===== config.mk =====
export PLATFORM = sky130hd
export DESIGN_NAME = slurm16_cpu_registers
export DESIGN_NICKNAME = d
export VERILOG_FILES = /design/src/rtl/slurm16_regfile_pkg.sv /design/src/rtl/slurm16_regfile_read_port.sv /design/src/rtl/slurm16_cpu_registers.sv
export SDC_FILE = /design/constraint.sdc
export NUM_CORES = 2
export LEC_CHECK = 0
export ABC_CLOCK_PERIOD_IN_PS = 7100
export BUFFER_PORTS_ARGS = -buffer_cell sky130_fd_sc_hd__buf_2
export CAP_MARGIN = 20
export CORE_ASPECT_RATIO = 0.9
export CORE_MARGIN = 1
export CORE_UTILIZATION = 60
export DETAILED_ROUTE_END_ITERATION = 12
export HOLD_SLACK_MARGIN = 0.06
export PLACE_DENSITY = 0.82
export SLEW_MARGIN = 40
export SYNTH_ARGS = -nofsm -noshare
export SYNTH_HDL_FRONTEND = slang
export SYNTH_SLANG_ARGS = --single-unit

===== constraint.sdc =====
create_clock -name CLK -period 7.1 [get_ports CLK]
set_input_delay 1.42 -clock CLK [delete_from_list [all_inputs] [get_ports CLK]]
set_output_delay 1.42 -clock CLK [all_outputs]
set_load 0.05 [all_outputs]

===== src/rtl/slurm16_regfile_pkg.sv =====
`default_nettype none
// ============================================================================
//  Module   : slurm16_regfile_pkg
//  Purpose  : Shared register file constants, well-known register indices
//             and scrub state encoding for the slurm16 CPU.
//  Revision : 1.0 - initial release
// ============================================================================
package slurm16_regfile_pkg;

    localparam int REGISTER_BITS = 7;
    localparam int BITS          = 16;
    localparam int ZERO_REG      = 0;

    // Link registers written by call / interrupt entry in writeback
    localparam int LINK_REGISTER           = 15;
    localparam int INTERRUPT_LINK_REGISTER = 14;

    typedef enum logic [0:0] {
        SCRUB = 1'b0,
        READY = 1'b1
    } scrub_state_t;

endpackage
`default_nettype wire


===== src/rtl/slurm16_regfile_read_port.sv =====
`default_nettype none
// ============================================================================
//  Module   : slurm16_regfile_read_port
//  Purpose  : One registered register file read port: zero register,
//             same-cycle write bypass and operand hold under stall.
//  Revision : 1.0 - initial release
// ============================================================================
module slurm16_regfile_read_port #(
    parameter int REGISTER_BITS = slurm16_regfile_pkg::REGISTER_BITS,
    parameter int BITS          = slurm16_regfile_pkg::BITS,
    parameter int ZERO_REG      = slurm16_regfile_pkg::ZERO_REG
) (
    input  logic                     clk,
    input  logic                     rst,
    input  logic                     i_stall,
    input  logic                     i_force_zero,
    input  logic [REGISTER_BITS-1:0] i_sel,
    input  logic                     i_wr_en,
    input  logic [REGISTER_BITS-1:0] i_wr_sel,
    input  logic [BITS-1:0]          i_wr_data,
    input  logic [BITS-1:0]          i_mem_data,
    output logic [BITS-1:0]          o_data
);
    import slurm16_regfile_pkg::*;

    localparam logic [REGISTER_BITS-1:0] c_zero_sel = REGISTER_BITS'(ZERO_REG);

    logic [REGISTER_BITS-1:0] r_held_sel;
    logic [BITS-1:0]          r_data;
    logic [BITS-1:0]          w_data_next;

    // Select the next operand: zero / bypass / array when running, refresh-or-hold when stalled
    always_comb begin
        w_data_next = r_data;
        if (!i_stall) begin
            if (i_force_zero || (i_sel == c_zero_sel)) begin
                w_data_next = '0;
            end else if (i_wr_en && (i_wr_sel == i_sel)) begin
                w_data_next = i_wr_data;
            end else begin
                w_data_next = i_mem_data;
            end
        end else if (i_wr_en && (r_held_sel != c_zero_sel) && (i_wr_sel == r_held_sel)) begin
            // A write landing on the held register keeps the stalled operand fresh
            w_data_next = i_wr_data;
        end
    end

    // Held select and output register; the select only advances when not stalled
    always_ff @(posedge clk or posedge rst) begin
        if (rst) begin
            r_held_sel <= '0;
            r_data     <= '0;
        end else begin
            if (!i_stall) begin
                r_held_sel <= i_sel;
            end
            r_data <= w_data_next;
        end
    end

    assign o_data = r_data;

endmodule
`default_nettype wire


===== src/rtl/slurm16_cpu_registers.sv =====
`default_nettype none
// ============================================================================
//  Module   : slurm16_cpu_registers
//  Purpose  : slurm16 register file - one write port from writeback, two
//             registered read ports (A, B) for decode/execute.
//  Options  : SLURM16_REGFILE_SCRUB_EN - zero the array after every reset;
//             busy is high while the scrub runs.
//  Revision : 1.0 - initial release
// ============================================================================
module slurm16_cpu_registers #(
    parameter int REGISTER_BITS = slurm16_regfile_pkg::REGISTER_BITS,
    parameter int BITS          = slurm16_regfile_pkg::BITS,
    parameter int ZERO_REG      = slurm16_regfile_pkg::ZERO_REG
) (
    input  logic                     CLK,
    input  logic                     RST,
    input  logic [REGISTER_BITS-1:0] regA_sel,
    input  logic [REGISTER_BITS-1:0] regB_sel,
    input  logic                     stall,
    input  logic [REGISTER_BITS-1:0] reg_wr_sel,
    input  logic [BITS-1:0]          reg_in,
    output logic [BITS-1:0]          regA_out,
    output logic [BITS-1:0]          regB_out,
    output logic                     busy
);
    import slurm16_regfile_pkg::*;

    localparam int                       c_depth    = 2 ** REGISTER_BITS;
    localparam logic [REGISTER_BITS-1:0] c_zero_sel = REGISTER_BITS'(ZERO_REG);

    // Array carries no reset so it maps onto RAM
    logic [BITS-1:0]          r_mem [c_depth];

    logic                     w_busy;
    logic                     w_ext_we;
    logic                     w_mem_we;
    logic [REGISTER_BITS-1:0] w_mem_addr;
    logic [BITS-1:0]          w_mem_wdata;

    // Writeback writes are ignored for the zero register and while scrubbing
    assign w_ext_we = (reg_wr_sel != c_zero_sel) && !w_busy;

`ifdef SLURM16_REGFILE_SCRUB_EN
    scrub_state_t             r_scrub_state;
    scrub_state_t             w_scrub_state_next;
    logic [REGISTER_BITS-1:0] r_scrub_cnt;
    logic [REGISTER_BITS-1:0] w_scrub_cnt_next;

    // Scrub state and index register; reset restarts the sweep at index 1
    always_ff @(posedge CLK or posedge RST) begin
        if (RST) begin
            r_scrub_state <= SCRUB;
            r_scrub_cnt   <= REGISTER_BITS'(1);
        end else begin
            r_scrub_state <= w_scrub_state_next;
            r_scrub_cnt   <= w_scrub_cnt_next;
        end
    end

    // Sweep indices 1..top once, then stay READY until the next reset
    always_comb begin
        w_scrub_state_next = r_scrub_state;
        w_scrub_cnt_next   = r_scrub_cnt;
        if (r_scrub_state == SCRUB) begin
            w_scrub_cnt_next = r_scrub_cnt + 1'b1;
            if (&r_scrub_cnt) begin
                w_scrub_state_next = READY;
            end
        end
    end

    assign w_busy = (r_scrub_state == SCRUB);

    // Array write mux: the scrub owns the write port while it runs
    always_comb begin
        w_mem_we    = w_ext_we;
        w_mem_addr  = reg_wr_sel;
        w_mem_wdata = reg_in;
        if (w_busy) begin
            w_mem_we    = 1'b1;
            w_mem_addr  = r_scrub_cnt;
            w_mem_wdata = '0;
        end
    end
`else
    assign w_busy = 1'b0;

    // Array write mux: writeback is the only writer
    always_comb begin
        w_mem_we    = w_ext_we;
        w_mem_addr  = reg_wr_sel;
        w_mem_wdata = reg_in;
    end
`endif

    // Array write port
    always_ff @(posedge CLK) begin
        if (w_mem_we) begin
            r_mem[w_mem_addr] <= w_mem_wdata;
        end
    end

    slurm16_regfile_read_port #(
        .REGISTER_BITS (REGISTER_BITS),
        .BITS          (BITS),
        .ZERO_REG      (ZERO_REG)
    ) u_port_a (
        .clk          (CLK),
        .rst          (RST),
        .i_stall      (stall),
        .i_force_zero (w_busy),
        .i_sel        (regA_sel),
        .i_wr_en      (w_ext_we),
        .i_wr_sel     (reg_wr_sel),
        .i_wr_data    (reg_in),
        .i_mem_data   (r_mem[regA_sel]),
        .o_data       (regA_out)
    );

    slurm16_regfile_read_port #(
        .REGISTER_BITS (REGISTER_BITS),
        .BITS          (BITS),
        .ZERO_REG      (ZERO_REG)
    ) u_port_b (
        .clk          (CLK),
        .rst          (RST),
        .i_stall      (stall),
        .i_force_zero (w_busy),
        .i_sel        (regB_sel),
        .i_wr_en      (w_ext_we),
        .i_wr_sel     (reg_wr_sel),
        .i_wr_data    (reg_in),
        .i_mem_data   (r_mem[regB_sel]),
        .o_data       (regB_out)
    );

    assign busy = w_busy;

endmodule
`default_nettype wire


==> results.toml <==
[floorplanning]
pin_count = 73
rows = 139
start_util = 0.6075
dieHeight_um = 384.5
coreArea_um2 = 160500
fp.dieW_um = 427.0
die_area_um2 = 164200

[critical_path]
reg2reg_slack_ns = 4.06
required_ns = 7.82
start_kind = "input port"
crit_arrival_ns = 5.42
slowest_delay_ns = 0.69
cp_max_fo = 47
endpoint_kind = "flip-flop"
cp_slowest_cell = "nor4_2"
crit_type = "in2reg"
cpMostUsedCell = "buf_4"
path_cells = "buf_8 > buf_4 > buf_4 > mux4_2 > mux2i_1 > o21ai_1 > nor4_2 > a31o_1 > a221oi_1"

[power]
total_power_w = 0.02746
p_leak_nw = 34.41
power_density_nw_per_um2 = 253.3
peakVddDrop_uv = 262.4

[synth]
synth_edf_count = 2048
synth_cells = 5060
synth_warnings = 0
ys.flop_type = "edfxtp_1"
avgSynthCellArea_um2 = 19.27
synth_cell_types = 76
synth_area_um2 = 97520
synth_async_sr_flop_share = 0.02197
ys_seq_area_frac = 0.6424
ys_ff_latch = 2094

[finish]
stdcell_area_um2 = 108400
area_growth_pct = 11.16
layout_common_cells = "2048 x edfxtp_1, 948 x mux4_2, 293 x mux2i_1"
fillers = 9567
final_common_cell = "edfxtp_1"
final_layout_size_suffix_gt1_frac = 0.3331
nets = 5284

[route]
route.vias.total = 62576
dr.pass1.iters = 9
wirelength_um = 331600
drc = 0
routedWlPerCell_um = 43.92
viasPerCell = 8.287
antenna_left = 0
drt_iter0_drc = 13172

[global_route]
grt_pass1_vias = 60233
grt-ovfl-total = 0
grt.total_usage = 0.4074
antenna_found_initial = 50
grt_pass1_wl_um = 460700
grt_max_degree = 85

[place]
preCtsSetupSlack_ns = 1.586
dpl.hpwl_um = 201600
routabilityCongestion = 1.093
io_buffers = 71
placed_area_um2 = 101500

[timing]
post-route-min-period_ns = 4.699
setup_viol = 0
hold_viol = 0
fmaxAchievable_mhz = 212.8
slew_violations = 0
finalCritPeriodShare = 0.6618
rsz0062_at_grt = "no"
skew_ns = 0.04900
fin_ws_ns = 2.401
setup_tns_ns = 0
worst_pin_slew_ns = 1.015
relSlewSlack = 0.3210

[clocking]
cts-buffers-inserted = 200
cts.htree.levels = 4
clock_sinks = 2094
post_cts_resized = 0
cts_setup_buffers = 0
cts_tree = "built"
holdBufCountCts = 0
clkTransAtPathRegs_ns = 0.06
cts_buffer_depth = 3
clockRootBuffer = "clkbuf_16"
clock_latency_ns = 0.86

[outcome]
outcome = "completed"

[job]
maxCapViolations = 0

[hold_path]
hold_path.class = "reg2reg"
synth_stat cells (44+ instances only):
cell type     n  area (um2)
o21ai_0      75       375.4
dfrtp_1      46        1151
edfxtp_1   2048       61500
a22oi_1     173        1299
nand2_1      94       352.8
buf_2       135       675.7
clkbuf_1    142       533.0
mux4_2      948       21350
nor2b_1      45       281.5
nor2_1      184       690.7
mux2_2       45       506.7
nand3_1      44       220.2
a221oi_1     58       508.0
a211oi_1     47       352.8
mux2i_1     293        2933
o22ai_1      80       500.5
buf_4        76       570.6
a21oi_1      87       435.4
critical path, delay by kind of cell:
kind | cells | cell delay (ns)
and+or+nand+nor | 1 | 0.69
muxes | 2 | 1.05
buffers and inverters | 3 | 1.40
AOI/OAI and AO/OA | 3 | 0.74
per-stage QoR:
step / util / hold WS [ns] / cells
after detailed placement: 0.6323 / 0.4929 / 7153
after floorplan: - / 0.4732 / 5076
after global placement: 0.6305 / 0.4837 / 7146
final: 0.6753 / 0.5278 / 7551
after global routing: 0.6751 / 0.5525 / 7534
after CTS: 0.6737 / 0.5082 / 7523
metal layers:
metal / track usage / wire (um)
met3: 0.1891 / 60430
met2: 0.5832 / 143700
met4: 0.2301 / 24850
met5: 0.005848 / 594
met1: 0.5147 / 102100
state kept, by name, indices dropped and copies added, names as in the netlist:
name	count
r_mem	2048
u_port_a.o_data	16
u_port_b.o_data	16
u_port_a.r_held_sel	7
u_port_b.r_held_sel	7
area by class of cell:
type / instances / area, um2 / share of cell area
inverters: 11 / 43.79 / 0.0004039
multi-input cells: 2562 / 33190 / 0.3061
diodes: 24 / 60.06 / 0.0005540
clock buffers: 242 / 5278 / 0.04868
flip-flops and latches: 2094 / 62650 / 0.5779
well taps: 2115 / 2646 / 0.02441
clock inverters: 128 / 1355 / 0.01250
repair buffers: 375 / 3192 / 0.02944
worst paths after layout:
kind,start,end,cells after the start
max in group asynchronous,RST,u_port_a.r_held_sel[5],3
worst min register to register,u_port_a.o_data[4],u_port_a.o_data[4],2
worst min-delay path,u_port_a.o_data[4],u_port_a.o_data[4],2
worst max-delay path,regB_sel[0],u_port_b.o_data[11],9
min in group asynchronous,RST,u_port_b.o_data[7],3
worst max register to register,r_mem[86][5],u_port_a.o_data[5],6
report_power, final:
group	total, W	leakage, nW	switching (W)	internal [W]
clock	0.0110	3.23	0.00480	0.00618
combinational	0.00269	12.2	0.00178	0.000907
sequential	0.0138	19.0	0.000101	0.0137
kinds of logic after synthesis:
family | count (synthesis) | share of synthesized area
xor+xnor | 27 | 0.002425
flops | 2094 | 0.6424
buf+inv | 420 | 0.02313
simple gates | 512 | 0.02566
compound gates | 720 | 0.05214
mux | 1286 | 0.2542
other cells | 1 | 0.00003845
Note: power is estimated with default switching activity, not from simulation.
